## src/rtl/imem_loader.sv

```systemverilog
// Boot-time instruction-memory loader: streams words into imem from address 0
// and holds the core in reset until the final word has been written.
module imem_loader #(
  parameter int ADDR_WIDTH = 8,
  parameter int DATA_WIDTH = 32
) (
  input  logic                  clk,
  input  logic                  rst,
  input  logic                  s_valid,
  output logic                  s_ready,
  input  logic [DATA_WIDTH-1:0] s_data,
  input  logic                  s_last,
  input  logic                  reload,
  output logic                  imem_we,
  output logic [ADDR_WIDTH-1:0] imem_addr,
  output logic [DATA_WIDTH-1:0] imem_wdata,
  output logic                  cpu_rst,
  output logic                  done,
  output logic [ADDR_WIDTH:0]   word_count,
  output logic                  overflow_err
);

  localparam int DEPTH = 1 << ADDR_WIDTH;
  localparam logic [ADDR_WIDTH:0] LAST_IDX = (ADDR_WIDTH + 1)'(DEPTH - 1);

  typedef enum logic [1:0] {
    LOAD  = 2'd0,
    DRAIN = 2'd1,
    RUN   = 2'd2,
    ERR   = 2'd3
  } state_t;

  state_t state, state_nxt;
  logic   accept;
  logic   at_last_addr;

  // Ready depends only on state and reset, so no path exists from s_valid.
  assign s_ready      = (state == LOAD) & ~rst;
  assign accept       = s_valid & s_ready;
  assign at_last_addr = (word_count == LAST_IDX);

  // NOTE: every variable assigned here gets a default first, so no path leaves it unassigned and no latch is inferred.
  always_comb begin
    state_nxt = state;
    unique case (state)
      LOAD: begin
        if (accept) begin
          if (s_last)            state_nxt = DRAIN;
          else if (at_last_addr) state_nxt = ERR;
        end
      end
      DRAIN:   state_nxt = RUN;
      RUN:     if (reload) state_nxt = LOAD;
      ERR:     state_nxt = ERR;
      default: state_nxt = LOAD;
    endcase
  end

  // NOTE: sequential state uses non-blocking assignments so every register samples pre-edge values.
  always_ff @(posedge clk) begin
    if (rst) begin
      state        <= LOAD;
      imem_we      <= 1'b0;
      imem_addr    <= '0;
      imem_wdata   <= '0;
      cpu_rst      <= 1'b1;
      done         <= 1'b0;
      word_count   <= '0;
      overflow_err <= 1'b0;
    end else begin
      state   <= state_nxt;
      imem_we <= accept;
      if (accept) begin
        imem_addr  <= word_count[ADDR_WIDTH-1:0];
        imem_wdata <= s_data;
        word_count <= word_count + (ADDR_WIDTH + 1)'(1);
      end
      if (state == RUN && reload) word_count <= '0;
      // Core reset and done track the state being entered, keeping both glitch-free.
      cpu_rst <= (state_nxt != RUN);
      done    <= (state_nxt == RUN);
      if (state_nxt == ERR) overflow_err <= 1'b1;
    end
  end

endmodule
```

## config.mk

```make
export PLATFORM = sky130hd
export DESIGN_NAME = imem_loader
export DESIGN_NICKNAME = d
export VERILOG_FILES = /design/src/rtl/imem_loader.sv
export SDC_FILE = /design/constraint.sdc
export NUM_CORES = 1
export LEC_CHECK = 0
export ABC_AREA = 1
export CORE_MARGIN = 2
export CORE_UTILIZATION = 40
export DETAILED_ROUTE_END_ITERATION = 8
export PLACE_DENSITY = 0.78
export REMOVE_ABC_BUFFERS = 1
export SYNTH_ARGS = -nofsm -noshare
export SYNTH_HDL_FRONTEND = slang
export SYNTH_SLANG_ARGS = --single-unit
export TNS_END_PERCENT = 30
```

## constraint.sdc

```tcl
create_clock -name clk -period 1.95 [get_ports clk]
set_clock_uncertainty 0.15 [all_clocks]
set_input_delay 0.585 -clock clk [delete_from_list [all_inputs] [get_ports clk]]
set_output_delay 0.585 -clock clk [all_outputs]
set_load 0.005 [all_outputs]
```

; ---- Yosys cells after proc, flatten, opt, wreduce, memory -nomap -nowiden
; Index checks and enable logic that the tools add are counted.
[word_totals]
romBits = 0
latch_bits = 0
in_bits = 37
elab_cells = 27
ff_bits = 55
n_memories = 0
ramBits = 0
[classes]
n_addsub = 1
eq_ne = 7
n_div = 0
bitwise_logic = 3
n_mul = 0
reduce_logical = 3
n_lt_le_gt_ge = 0
shifts = 0
n_mux = 5
[ops]
columns = operator, n
row1 = 9-bit by 1-bit adder with 9-bit output (second input constant), 1
row2 = 9-bit by 8-bit == test with 1-bit output (second input constant), 1
row3 = 2-bit == test (second input constant), 4
row4 = 2-bit two-way mux, 4
row5 = 2-bit one-hot mux with 4 select lines, 1
row6 = 1-bit AND, 2
row7 = 2-bit by 1-bit == test with 1-bit output (second input constant), 1
row8 = 2-bit zero test, 1
row9 = 2-bit inequality test (second input constant), 1
row10 = 2-bit OR reduction, 1
row11 = 1-bit logical AND, 1
row12 = 1-bit inverter, 1

; ---- Logic depth before layout (Yosys ltp)
[depth]
depth_word = 6
depth_mapped = 9

; ---- Worst setup path before layout
; No wires, ideal clock.
[synth_path]
kind = register to register
startpoint = register word_count[0]
endpoint = register cpu_rst
path_slack_ps = 202
path_buffers = 0
required_ps = 1686
arrival_ps = 1485
setup_ps = 114
path_stages_with_launch = 10
cell_sequence = dfxtp_1 -> ha_1 -> nand3_1 -> nor4_1 -> ha_1 -> nand2_1 -> o21ai_1 -> nand2_1 -> nor2_1 -> inv_1
[synth_between]
elab_chain_cells = 6
[synth_rtl]
columns = item, line_no
row1 = from (decl), 19  ; output logic [ADDR_WIDTH:0] word_count,
row2 = from (signal assigned), 76  ; word_count <= word_count + (ADDR_WIDTH + 1)'(1);
row3 = 9-bit by 8-bit == test with 1-bit output, 40  ; assign at_last_addr = (word_count == LAST_IDX);
row4 = 2-bit two-way mux, 49  ; else if (at_last_addr) state_nxt = ERR;
row5 = 2-bit two-way mux, 48  ; if (s_last) state_nxt = DRAIN;
row6 = 2-bit two-way mux, 47  ; if (accept) begin
row7 = 2-bit one-hot mux with 4 select lines, 45  ; unique case (state)
row8 = 2-bit inequality test, 80  ; cpu_rst <= (state_nxt != RUN);
row9 = to (signal assigned), 80
row10 = to (decl), 17  ; output logic cpu_rst,
; Every way passes these cells.
; A chain may end at the register's enable or synchronous reset.

; ---- Worst setup path in the final report
[layout_path]
startpoint = register word_count[5]
endpoint = output word_count[5]
; No word-level cell between the ends.

==> results_tabular.tex <==
\begin{tabular}{lr}
\hline
Metric & Value \\
\hline
\multicolumn{2}{l}{\textbf{Floorplan}} \\
Starting utilization of the core area & 42.1\% \\
Full die area & 5630 sq um \\
Core region area & 4790 sq um \\
DIE HEIGHT & 75.0 um \\
Chip width & 75.0 um \\
Rows & 25 \\
IO Pins & 91 \\
\multicolumn{2}{l}{\textbf{Timing}} \\
Final min period & 1.91 ns \\
Final Hold Slack & 0.313 ns \\
Slew of the pin with the lowest slew margin & 0.271 ns \\
Max Fclk & 0.525 GHz \\
Setup repair after global routing missed its margin & yes \\
Final hold vios & 0 \\
Final Setup Violations & 0 \\
Max transition margin & 81.8\% \\
Fin crit share & 97.7\% \\
Number of max-slew violations in the final report & 0 \\
\multicolumn{2}{l}{\textbf{Setup path}} \\
Launch instance of the worst register-to-register path & word\_count[0] \\
Reg2Reg Setup Slack & 0.15 ns \\
Critical path depth in cells & 1 \\
Required arrival time at the worst endpoint & 1.21 ns \\
Worst stage delay on the critical path & 0.50 ns \\
Category of cells accounting for the largest share of critical-path delay & buffers and inverters \\
R2R depth & 9 \\
Worst R2R End & cpu\_rst \\
Maximum fanout encountered on the critical timing path & 5 \\
Category of the critical setup timing path & reg -> out \\
Number of buffer and inverter stages on the critical path & 1 \\
Crit. End Element & output pin \\
Critical path arrival & 1.17 ns \\
Cell with the largest stage delay on the worst path & sky130\_fd\_sc\_hd\_\_clkdlybuf4s50\_1 \\
Crit path from & word\_count[5] \\
Ordered cell list for the critical path & clkdlybuf4s50\_1 \\
Worst Setup EP & word\_count[5] \\
Critical Path Start Type & register \\
\multicolumn{2}{l}{\textbf{Status}} \\
Run status & complete, no violations \\
\multicolumn{2}{l}{\textbf{Place}} \\
HPWL Detailed & 3570 um \\
IO buf count & 90 \\
Placed instance count & 417 \\
Area after DPL & 3070 sq um \\
RePlAce Congestion & 0.845 \\
\multicolumn{2}{l}{\textbf{Synthesis}} \\
Share of synthesized cell area in full adder, half adder and majority cells & 1.24\% \\
Number of register bits inferred by synthesis & 55 \\
Synthesis warning total & 0 \\
Number of cells produced by synthesis & 259 \\
Combinational family with the most area after synthesis & simple AND/OR/NAND/NOR gates \\
Sequential cell area fraction in the yosys report & 54.6\% \\
Number of distinct library cells after synthesis & 19 \\
Cell area after synthesis & 2020 sq um \\
Simple logic cell fraction of the synthesized area & 31.5\% \\
Synth Area per Inst & 7.79 sq um \\
Synthesized-area fraction occupied by ao, oa, aoi and oai cells & 5.46\% \\
Multiplexer area fraction after synthesis & 0\% \\
Area share of xor/xnor cells in the synthesized design & 0.434\% \\
\multicolumn{2}{l}{\textbf{Layout}} \\
Total non-filler cell area in the finished layout & 3200 sq um \\
Post-route non-filler standard cell count & 425 \\
Layout overhead on the synthesized area & 58.7\% \\
Fraction of layout instances using a drive strength above 1 & 10.3\% \\
Net count reported at finish & 396 \\
Antenna diode count & 0 \\
Core Util, Final & 66.9\% \\
\multicolumn{2}{l}{\textbf{Detailed routing}} \\
Drt total wl & 4850 um \\
Avg Vias per Cell & 4.63 \\
Detailed Routing Iterations Pass 1 & 5 \\
Number of remaining DRC errors & 0 \\
Remaining antenna violation count after routing & 0 \\
DR WL/cell & 11.4 um \\
Starting DRC count in detailed routing & 77 \\
Via count & 1966 \\
\multicolumn{2}{l}{\textbf{Clock tree}} \\
CTS tree & built \\
Maximum clock path buffer count & 2 \\
Clk Latency, worst-skew pair & 0.30 ns \\
Clock buffer count from CTS & 5 \\
Total number of H-tree levels & 2 \\
Clock root buffer & sky130\_fd\_sc\_hd\_\_clkbuf\_8 \\
Clock tree sinks & 55 \\
Clock-pin slew on the worst setup and hold paths & 0.09 ns \\
Post-CTS setup buffers & 0 \\
\multicolumn{2}{l}{\textbf{Worst hold path}} \\
Hold/Removal Path Class & reg -> reg \\
\multicolumn{2}{l}{\textbf{Global routing}} \\
Number of antenna violations at the first check in global routing & 0 \\
Overall Global Routing Usage & 17.1\% \\
Largest net degree at the start of global routing & 28 \\
Wire length of the first global-routing pass & 7440 um \\
Vias in the first global route & 1691 \\
Sum of overflow across all layers after global routing & 0 \\
\multicolumn{2}{l}{\textbf{Pwr}} \\
Portion of total power attributed to the clock network & 29.8\% \\
Net switching power & 0.501 mW \\
Static power due to leakage & 1.37 nW \\
P per Cell Area & 695 nW/um\^{}2 \\
VDD IR max & 0.440 mV \\
Design internal power & 1.72 mW \\
Sequential share of power & 54.5\% \\
Net switching fraction of the power & 22.5\% \\
Logic gate share of total power & 15.7\% \\
Total power draw & 2.23 mW \\
\multicolumn{2}{l}{\textbf{Job}} \\
Number of max-cap violations & 0 \\
\hline
\end{tabular}
## power groups by stage
| stage | Clock (mW) | Combinational (mW) | Sequential, mW |
|---|---|---|---|
| after floorplan | 0 | 0.0922 | 1.25 |
| after global placement | 0 | 0.353 | 1.24 |
| after detailed placement | 0 | 0.355 | 1.24 |
| after CTS | 0.683 | 0.355 | 1.21 |
| after global routing | 0.724 | 0.385 | 1.22 |
| final | 0.662 | 0.350 | 1.21 |
## kinds of logic (layout without fill, tap and decap cells)
| logic type | count (synthesis) | count (layout) |
|---|---|---|
| xor+xnor | 1 | 1 |
| buf+inv | 31 | 130 |
| compound gates | 22 | 22 |
| flops | 55 | 55 |
| fa+ha+maj | 2 | 2 |
| simple gates | 148 | 148 |
## state kept, by name, summed over array words and instances (netlist names)
register,cells
imem_addr,8
cpu_rst,1
word_count,9
imem_wdata,32
imem_we,1
overflow_err,1
state,2
done,1
## metrics by stage
| step | worst slack, ns | TNS, ns |
|---|---|---|
| detailed placement | -0.405 | -5.27 |
| global route | -0.0362 | -0.0362 |
| global placement | -0.386 | -3.99 |
| CTS | -0.0670 | -0.0670 |
| floorplan | -0.446 | -14.59 |
| finish | 0.0439 | 0 |
## how the worst min path moves through the flow
stage                       start       endpoint  slack, ns  cells after the start
floorplan            overflow_err   overflow_err       0.30                      2
global placement    imem_wdata[3]  imem_wdata[3]       0.30                      2
detailed placement   overflow_err   overflow_err       0.30                      2
CTS                  overflow_err   overflow_err       0.32                      2
global route         overflow_err   overflow_err       0.33                      2
finish               overflow_err   overflow_err       0.31                      2
## cells in the mapped netlist
cell type                  instances  share of area [%]
sky130_fd_sc_hd__nor2_2            1               0.31
sky130_fd_sc_hd__ha_1              2                1.2
sky130_fd_sc_hd__dfxtp_1          55                 55
sky130_fd_sc_hd__buf_4             1               0.37
sky130_fd_sc_hd__nor3_1            3               0.74
sky130_fd_sc_hd__nand3_1          45                 11
sky130_fd_sc_hd__nor4_1            1               0.31
sky130_fd_sc_hd__o21ai_0           8                2.0
sky130_fd_sc_hd__nand2_1          86                 16
sky130_fd_sc_hd__xor2_1            1               0.43
sky130_fd_sc_hd__nor2_1           11                2.0
sky130_fd_sc_hd__o21ai_1           3               0.74
sky130_fd_sc_hd__buf_2             8                2.0
sky130_fd_sc_hd__inv_2             2               0.37
sky130_fd_sc_hd__a21oi_1          11                2.7
sky130_fd_sc_hd__inv_1            16                3.0
sky130_fd_sc_hd__nand3_4           1               0.87
sky130_fd_sc_hd__buf_6             1               0.56
sky130_fd_sc_hd__clkbuf_1          3               0.56
## per-layer routing
layer  share of wire (%)  up-vias  track usage [%]
li1                    -     1023                -
met1                  45      870             21.3
met2                  47       69             27.8
met3                 7.3        4             5.76
met4                0.56        0             5.95
met5                   0        -                0
## timing repair
action                                  4_1_cts  5_1_grt
cloned                                        0        0
pin swaps                                     0        1
hold buffers                                  0        0
endpoints found under the setup margin        6       10
resized for setup                             8       11
## cells in the final DEF (no fill, tap or decap)
master                            instances
sky130_fd_sc_hd__nand2_1                 86
sky130_fd_sc_hd__nor3_1                   3
sky130_fd_sc_hd__dfxtp_4                  1
sky130_fd_sc_hd__nor4_2                   1
sky130_fd_sc_hd__dfxtp_2                  8
sky130_fd_sc_hd__dlymetal6s2s_1           2
sky130_fd_sc_hd__dlygate4sd2_1            2
sky130_fd_sc_hd__clkbuf_8                 7
sky130_fd_sc_hd__dfxtp_1                 46
sky130_fd_sc_hd__o21ai_0                  8
sky130_fd_sc_hd__o21ai_1                  3
sky130_fd_sc_hd__xor2_1                   1
sky130_fd_sc_hd__clkdlybuf4s50_1         85
sky130_fd_sc_hd__inv_2                    2
sky130_fd_sc_hd__nand3_4                  1
sky130_fd_sc_hd__nor2_1                  11
sky130_fd_sc_hd__ha_2                     2
sky130_fd_sc_hd__nor2_2                   1
sky130_fd_sc_hd__clkdlybuf4s15_1          1
sky130_fd_sc_hd__buf_12                   3
sky130_fd_sc_hd__a21oi_1                 11
sky130_fd_sc_hd__inv_1                   16
sky130_fd_sc_hd__buf_4                   11
sky130_fd_sc_hd__nand3_1                 45
sky130_fd_sc_hd__clkbuf_1                 1
## cell type report
type                       instances  area [sq um]
fill                             433          1580
sequential                        55          1110
timing repair buffer             104          1050
multi-input combinational        173           790
clock buffer                       8           100
tap                               67          83.8
inverter                          18          67.6
## worst reg2reg max path, stage by stage, from the launching register on
cell                      delay (ns)
sky130_fd_sc_hd__dfxtp_2        0.34
sky130_fd_sc_hd__ha_2           0.21
sky130_fd_sc_hd__nand3_1        0.14
sky130_fd_sc_hd__nor4_2         0.18
sky130_fd_sc_hd__ha_2           0.22
sky130_fd_sc_hd__nand2_1        0.05
sky130_fd_sc_hd__o21ai_1        0.16
sky130_fd_sc_hd__nand2_1        0.09
sky130_fd_sc_hd__nor2_1         0.12
sky130_fd_sc_hd__inv_1          0.05
No activity file was read; power rests on OpenSTA's default activity.
